`src/rtl/uart_pkg.sv`:
```
// Shared UART definitions: transmitter state encoding, framing constants and
// the baud divisor helper used by both uart_tx and uart_rx.
package uart_pkg;

  localparam int DATA_BITS = 8;

  typedef enum logic [2:0] {
    IDLE   = 3'd0,
    START  = 3'd1,
    DATA   = 3'd2,
    PARITY = 3'd3,
    STOP   = 3'd4
  } tx_state_t;

  // Integer-truncated divisor; callers reject results below 2.
  function automatic int clks_per_bit(input int clk_freq, input int baud);
    return clk_freq / baud;
  endfunction

endpackage

```
`src/rtl/uart_baud_cnt.sv`:
```
// Bit-period counter: runs 0..CLKS_PER_BIT-1 while enabled, pulses bit_end on
// the last count and wraps. Held at zero while disabled or cleared.
module uart_baud_cnt #(
  parameter int CLKS_PER_BIT = 5208
) (
  input  logic clk,
  input  logic rst,
  input  logic clr,
  input  logic en,
  output logic bit_end
);
  localparam int CNT_W = (CLKS_PER_BIT > 1) ? $clog2(CLKS_PER_BIT) : 1;

  logic [CNT_W-1:0] clk_cnt;

  assign bit_end = en && (clk_cnt == CNT_W'(CLKS_PER_BIT - 1));

  always_ff @(posedge clk) begin
    if (rst || clr || !en || bit_end) clk_cnt <= '0;
    else                              clk_cnt <= clk_cnt + CNT_W'(1);
  end

endmodule

```
`src/rtl/uart_tx.sv`:
```
// UART transmitter, 8N1, LSB first, idle-high line, all outputs registered.
// Define UART_TX_PARITY_EN to insert an even-parity bit between data and stop.
module uart_tx
  import uart_pkg::*;
#(
  parameter int CLK_FREQ     = 50000000,
  parameter int BAUD_RATE    = 9600,
  parameter int CLKS_PER_BIT = clks_per_bit(CLK_FREQ, BAUD_RATE)
) (
  input  logic                 clk,
  input  logic                 rst,
  input  logic                 tx_start,
  input  logic [DATA_BITS-1:0] tx_data,
  output logic                 tx_serial,
  output logic                 tx_active,
  output logic                 tx_done
);
  if (CLKS_PER_BIT < 2) begin : g_bad_cfg
    $error("uart_tx: CLKS_PER_BIT must be at least 2");
  end

  tx_state_t            state;
  logic [2:0]           bit_idx;
  logic [DATA_BITS-1:0] shift;
  logic                 accept;
  logic                 bit_end;
`ifdef UART_TX_PARITY_EN
  logic                 parity;
`endif

  assign accept = (state == IDLE) && tx_start;

  uart_baud_cnt #(.CLKS_PER_BIT(CLKS_PER_BIT)) u_baud (
    .clk     (clk),
    .rst     (rst),
    .clr     (accept),
    .en      (state != IDLE),
    .bit_end (bit_end)
  );

  // The line level for the next bit is loaded at the same edge that ends the
  // current one, so tx_serial never passes through combinational logic.
  always_ff @(posedge clk) begin
    if (rst) begin
      state     <= IDLE;
      tx_serial <= 1'b1;
      tx_active <= 1'b0;
      tx_done   <= 1'b0;
      bit_idx   <= '0;
      shift     <= '0;
`ifdef UART_TX_PARITY_EN
      parity    <= 1'b0;
`endif
    end else begin
      tx_done <= 1'b0;
      case (state)
        IDLE: begin
          tx_serial <= 1'b1;
          if (tx_start) begin
            shift     <= tx_data;
`ifdef UART_TX_PARITY_EN
            parity    <= ^tx_data;
`endif
            state     <= START;
            tx_serial <= 1'b0;
            tx_active <= 1'b1;
          end
        end
        START: if (bit_end) begin
          state     <= DATA;
          bit_idx   <= '0;
          tx_serial <= shift[0];
        end
        DATA: if (bit_end) begin
          if (bit_idx == 3'(DATA_BITS - 1)) begin
`ifdef UART_TX_PARITY_EN
            state     <= PARITY;
            tx_serial <= parity;
`else
            state     <= STOP;
            tx_serial <= 1'b1;
`endif
          end else begin
            bit_idx   <= bit_idx + 3'd1;
            shift     <= shift >> 1;
            tx_serial <= shift[1];
          end
        end
`ifdef UART_TX_PARITY_EN
        PARITY: if (bit_end) begin
          state     <= STOP;
          tx_serial <= 1'b1;
        end
`endif
        STOP: if (bit_end) begin
          state     <= IDLE;
          tx_done   <= 1'b1;
          tx_active <= 1'b0;
        end
        default: begin
          state     <= IDLE;
          tx_serial <= 1'b1;
          tx_active <= 1'b0;
        end
      endcase
    end
  end

endmodule

```
`config.mk`:
```
export PLATFORM = sky130hd
export DESIGN_NAME = uart_tx
export DESIGN_NICKNAME = d
export VERILOG_FILES = /design/src/rtl/uart_pkg.sv /design/src/rtl/uart_baud_cnt.sv /design/src/rtl/uart_tx.sv
export SDC_FILE = /design/constraint.sdc
export NUM_CORES = 1
export LEC_CHECK = 0
export CORE_ASPECT_RATIO = 1.75
export CORE_MARGIN = 2
export CORE_UTILIZATION = 26
export CTS_CLUSTER_SIZE = 40
export DETAILED_ROUTE_END_ITERATION = 8
export GPL_TIMING_DRIVEN = 0
export PLACE_DENSITY = 0.41
export RECOVER_POWER = 100
export SLEW_MARGIN = 30
export SYNTH_ARGS = -nofsm -noshare
export SYNTH_HDL_FRONTEND = slang
export SYNTH_SLANG_ARGS = --single-unit
export TNS_END_PERCENT = 50
```
`constraint.sdc`:
```
create_clock -name clk -period 1.64 [get_ports clk]
set_input_delay 0.328 -clock clk [delete_from_list [all_inputs] [get_ports clk]]
set_output_delay 0.328 -clock clk [all_outputs]
set_load 0.05 [all_outputs]
```
== Word-level counts from Yosys, hierarchy flattened ==
Index checks and enable logic that the tools add are counted.

* Bits in registers: 30
* Bits of input ports: 11
* Output and inout port bits: 3

* Add/sub/neg operators: 2
* Eq/ne operators: 11
* Multiplexer cells: 22
* Bitwise logic cells: 2
* Reductions and logical operators: 17

{| class="wikitable"
|+ Operators with widths
! kind !! count
|-
| 8-bit 2-to-1 mux || 3
|-
| 3-bit 2-to-1 mux || 7
|-
| 8-bit case mux with 2 select lines || 1
|-
| 13-bit by 1-bit adder with 13-bit output, second input constant || 1
|-
| 13-bit equality test, second input constant || 1
|-
| 3-bit case mux with 4 select lines || 1
|-
| 4-bit AND reduction || 2
|-
| 1-bit 2-to-1 mux || 7
|-
| 3-bit equality test, second input constant || 2
|-
| 2-bit by 1-bit != test with 1-bit output, second input constant || 3
|-
| 2-bit != test, second input constant || 3
|-
| 3-bit case mux with 2 select lines || 1
|-
| 3-bit AND reduction || 2
|-
| 5-bit AND reduction || 1
|-
| 1-bit case mux with 4 select lines || 1
|-
| 2-bit nonzero test || 2
|-
| 2-bit OR reduction || 2
|-
| 3-bit by 1-bit adder with 3-bit output, second input constant || 1
|-
| 3-bit by 1-bit equality test with 1-bit output, second input constant || 1
|-
| 3-bit by 2-bit equality test with 1-bit output, second input constant || 1
|-
| 3-bit logical NOT || 1
|-
| 1-bit logical OR || 3
|-
| 1-bit case mux with 3 select lines || 1
|-
| 3-bit nonzero test || 1
|-
| 3 further kinds || 5
|}

== Depth between registers and ports, before layout ==
* Depth in word-level cells: 5
* Depth in mapped cells: 7

== Modules after synthesis ==
Synthesis repeated with hierarchy kept, for this count alone.

* Cell total of the unflattened synthesis: 167
* Area total of the unflattened synthesis: 1,534.0 um^2

{| class="wikitable"
|+ Modules (own cells, without submodules)
! module !! times used !! cells each !! area each (um^2) !! seq. area each (um^2)
|-
| uart_tx || 1 || 97 || 885.8 || 340.3
|-
| uart_baud_cnt || 1 || 70 || 648.1 || 260.2
|}

== Least setup slack after synthesis ==
No wires, ideal clock.

* Path type: flip-flop to flip-flop
* From: register bit_idx[0]
* To: register shift[3]
* Data arrival time: 1,596 ps
* Data required time: 1,507 ps
* Path slack: -89 ps
* Stages on the path, launching flop included: 8
* Buffers on the path: 1
* Period minus slack after synthesis: 1,729 ps
* Path through: dfxtp_1 > ha_1 > ha_1 > nor4b_2 > nand4_2 > buf_6 > a221oi_1 > a311oi_1

* Longest elaborated chain between the ends: 3

{| class="wikitable"
|+ RTL lines
! what !! RTL line !! RTL
|-
| from (decl) || uart_tx.sv:23 || <nowiki>logic [2:0] bit_idx;</nowiki>
|-
| from (signal assigned) || uart_tx.sv:84 || <nowiki>bit_idx <= bit_idx + 3'd1;</nowiki>
|-
| 3-bit equality test || uart_tx.sv:75 || <nowiki>if (bit_idx == 3'(DATA_BITS - 1)) begin</nowiki>
|-
| 2-bit != test (no line) || n/a ||
|-
| 4-bit AND reduction (no line) || n/a ||
|-
| to (signal assigned) || uart_tx.sv:60 || <nowiki>shift <= tx_data;</nowiki>
|-
| to (signal assigned) || uart_tx.sv:85 || <nowiki>shift <= shift >> 1;</nowiki>
|-
| to (decl) || uart_tx.sv:24 || <nowiki>logic [DATA_BITS-1:0] shift;</nowiki>
|}

Every way passes these cells.
A chain may end at the register's enable or synchronous reset.

== Final worst setup path ==
* From: register bit_idx[0]
* To: register shift[4]

The elaborated chain is that of the path after synthesis.

==> run_results.csv <==
group,metric,value,unit
synth,synth_nets,186,
floorplan,rows,37,
worst_hold_path,holdPathStages,1,
floorplan,dieArea,6676,um^2
route,dr.max_layer_used,"met4",
floorplan,initial_core_util,26.81,%
route,drt-total-wl,4.143,mm
worst_hold_path,hold_path_class,"reg -> reg",
timing,finalSetupViolCount,8,
route,wl_met2,2.396,mm
setup_path,path_max_fanout,7,
placement,place_area,1828,um^2
cells_and_area,layout.cells.non_filler,276,
placement,dp_hpwl,2.941,mm
setup_path,crit_type,"reg -> reg",
setup_path,cp-end-kind,"register",
setup_path,cp-start-kind,"register",
outcome,status,"finished with violations",
timing,fin_ws,-0.1079,ns
synth,synth_edf_count,0,
setup_path,cp.depth,7,
cells_and_area,area_growth,31.68,%
cells_and_area,fin_nets,212,
setup_path,reg2reg_depth,7,
synth,synth-seq-cells,30,
route,drc,0,
route,wl_per_cell,15.01,um
route,ant_nets,0,
global_route,grt_max_degree,11,
timing,tightest_slew,0.4901,ns
placement,place.gp.congestion,0.7477,
timing,finClkSkew,0.005534,ns
synth,synth-compound-area-share,18.48,%
cells_and_area,seqCellArea,605.6,um^2
synth,ys.flop_type,"dfxtp_1",
power,pwr_density_cell,734.4,nW/um^2
timing,fin_crit_sh,106.6,%
route,dr_total_vias,1371,
setup_path,cp_num_buf_inv,1,
setup_path,cp.arrival,1.91,ns
timing,final-hold-violation-count,0,
setup_path,required,1.80,ns
setup_path,critPathTopFamily,"simple AND/OR/NAND/NOR gates",
synth,synth_xor_area_share,5.600,%
floorplan,io_pins,14,
synth,yosys-top-cells-area,"dfxtp_1 (38%), a221oi_1 (3.9%), a311oi_1 (3.9%), nor2_1 (3.4%), xnor2_1 (3.4%)",
clocking,clock-root-buffer,"clkbuf_8",
placement,dp_cells,263,
route,wl_met3,130,um
power,ir_drop,382.6,uV
setup_path,critPathMostFrequentCell,"ha_4",
floorplan,die_height,106.6,um
clocking,cts_buffer_depth,2,
floorplan,core_area,5833,um^2
synth,synth_top_family_by_area,"simple AND/OR/NAND/NOR gates",
timing,slew_headroom,67.46,%
cells_and_area,diodes,0,
cells_and_area,fill_cells,644,
synth,async_flop_share,0,%
synth,syn_inst,172,
setup_path,crit_chain,"ha_4, ha_4, nor4b_4, nand4_4, buf_6, a221oi_2, a311oi_1",
route,drtIter0Drc,54,
clocking,cts_buffers,5,
synth,yosys.area_share.adder,2.400,%
placement,portBuffers,13,
timing,report.final.slew_viol_count,0,
timing,fin_crit,1.748,ns
cells_and_area,multi_input_area,1001,um^2
global_route,grt.overflow.total,0,
outcome,violations,"setup timing",
placement,detailedPlace.worstSlack,-0.3929,ns
synth,synth_mux_area_share,0.6400,%
synth,synth_top_area_share,38.40,%
clocking,clkLatencyLatePin,0.28,ns
setup_path,max_stage_delay,0.33,ns
clocking,clk_pin_slew,0.06,ns
power,fin_total_pwr,1.513,mW
global_route,grt_pass1_vias,1491,
global_route,antenna_found_initial,0,
synth,synth_seq_area_share,38.40,%
synth,synth_area_per_cell,9.093,um^2
synth,synth_area,1564,um^2
route,wl_met1,1.532,mm
synth,synth-simple-area-share,28.56,%
global_route,grt_pass1_wl,7.396,mm
synth,synthDistinctLibCells,48,
synth,synth_largest_area_cell,"dfxtp_1",
timing,grt_setup_unrepaired,"true",
global_route,grt_usage,14.05,%
synth,yosysWarnings,0,
cells_and_area,drive_above_1_share,24.24,%
clocking,cts.sinks,30,
clocking,cts_tree,"done",
cells_and_area,final_util,35.31,%
route,drt_first_pass_iters,4,
clocking,htree_levels,2,
timing,finalSetupTns,-0.3934,ns
floorplan,die_w,62.63,um
power,p_leak,0.6923,nW
job,max-cap-violations,0,
route,vias_per_cell,4.967,
timing,hold_slack,0.4336,ns
setup_path,cp_slowest_cell,"dfxtp_2",
cells_and_area,final_cell_area,2059,um^2
timing,fmax,0.5721,GHz
## worst reg2reg max path, cell delays in order (launching register included)
cell and delay [ns]:
dfxtp_2 0.33, ha_4 0.16, ha_4 0.17, nor4b_4 0.26, nand4_4 0.22, buf_6 0.21
a221oi_2 0.22, a311oi_1 0.06
## routing by layer
metal / vias up / track usage, %
li1: 688 / -
met1: 650 / 13.62
met2: 26 / 27.96
met3: 7 / 3.043
met4: 0 / 5.714
met5: - / 0
## report_power, final
part           leakage (nW)  switching (mW)  internal, mW  total [mW]
Clock                0.0383           0.265         0.292       0.557
Combinational         0.408           0.102        0.0811       0.183
Sequential            0.246          0.0180         0.755       0.773
Total                 0.692           0.385          1.13        1.51
## cells in the mapped netlist (2+ instances only)
cell       n
nor2b_1    4
o31ai_1    2
nand2_1    8
dfxtp_1   30
buf_2      5
and3_1     2
nand4b_1   2
ha_1       3
a221oi_1   7
or4_1      2
nor3_1     4
nor2_1    14
clkbuf_1   4
nand4_1    4
a211oi_1   2
and2b_1    4
and2_1     2
a311oi_1   7
nor4_1     4
a21oi_1   10
xnor2_1    6
nand2b_1   4
xor2_1     4
o21ai_0    3
nand3_1    4
inv_1      8
buf_6      2
## cells in the final DEF (no fill, tap or decap), types with 5 or more instances in the layout
master	netlist	routed
a221oi_2	0	5
nor2_1	14	14
nand2_1	8	6
buf_4	0	5
clkbuf_8	0	5
a311oi_1	7	5
dfxtp_1	30	26
nand3_1	4	5
clkdlybuf4s50_1	0	10
xnor2_1	6	6
inv_1	8	8
a21oi_1	10	9
## cell type report
type                       count  share of cell area (%)
tap                           78                   4.739
timing repair buffer          19                   8.505
buffer                        11                   3.584
sequential                    30                   29.40
clock buffer                   7                   3.706
multi-input combinational    123                   48.60
inverter                       8                   1.458
## cells by family (layout without fill, tap and decap cells)
kind of cell,Yosys count,count (layout)
adder cells (fa/ha/maj),3,3
buffers and inverters,19,45
flip-flops,30,30
AO/OA/AOI/OAI,39,39
AND/OR/NAND/NOR,70,70
XOR/XNOR,10,10
multiplexers,1,1
## flip-flops by register name, indices dropped and copies added (netlist names)
signal,cells
state,3
tx_active,1
bit_idx,3
shift,8
tx_serial,1
u_baud.clk_cnt,13
tx_done,1
## what timing repair did
action,CTS,global route
buffers inserted,5,0
pin swaps,9,3
resized for setup,26,8
endpoints found under the setup margin,29,21
hold buffers,0,0
gates cloned,1,0
## worst paths after layout
| check | start | end | slack [ns] |
|---|---|---|---|
| worst max-delay path | bit_idx[0] | shift[4] | -0.11 |
| worst min register to register | u_baud.clk_cnt[0] | u_baud.clk_cnt[0] | 0.43 |
| worst max register to register | bit_idx[0] | shift[4] | -0.11 |
| worst min-delay path | u_baud.clk_cnt[0] | u_baud.clk_cnt[0] | 0.43 |
Power figures use the tool's default switching activity.
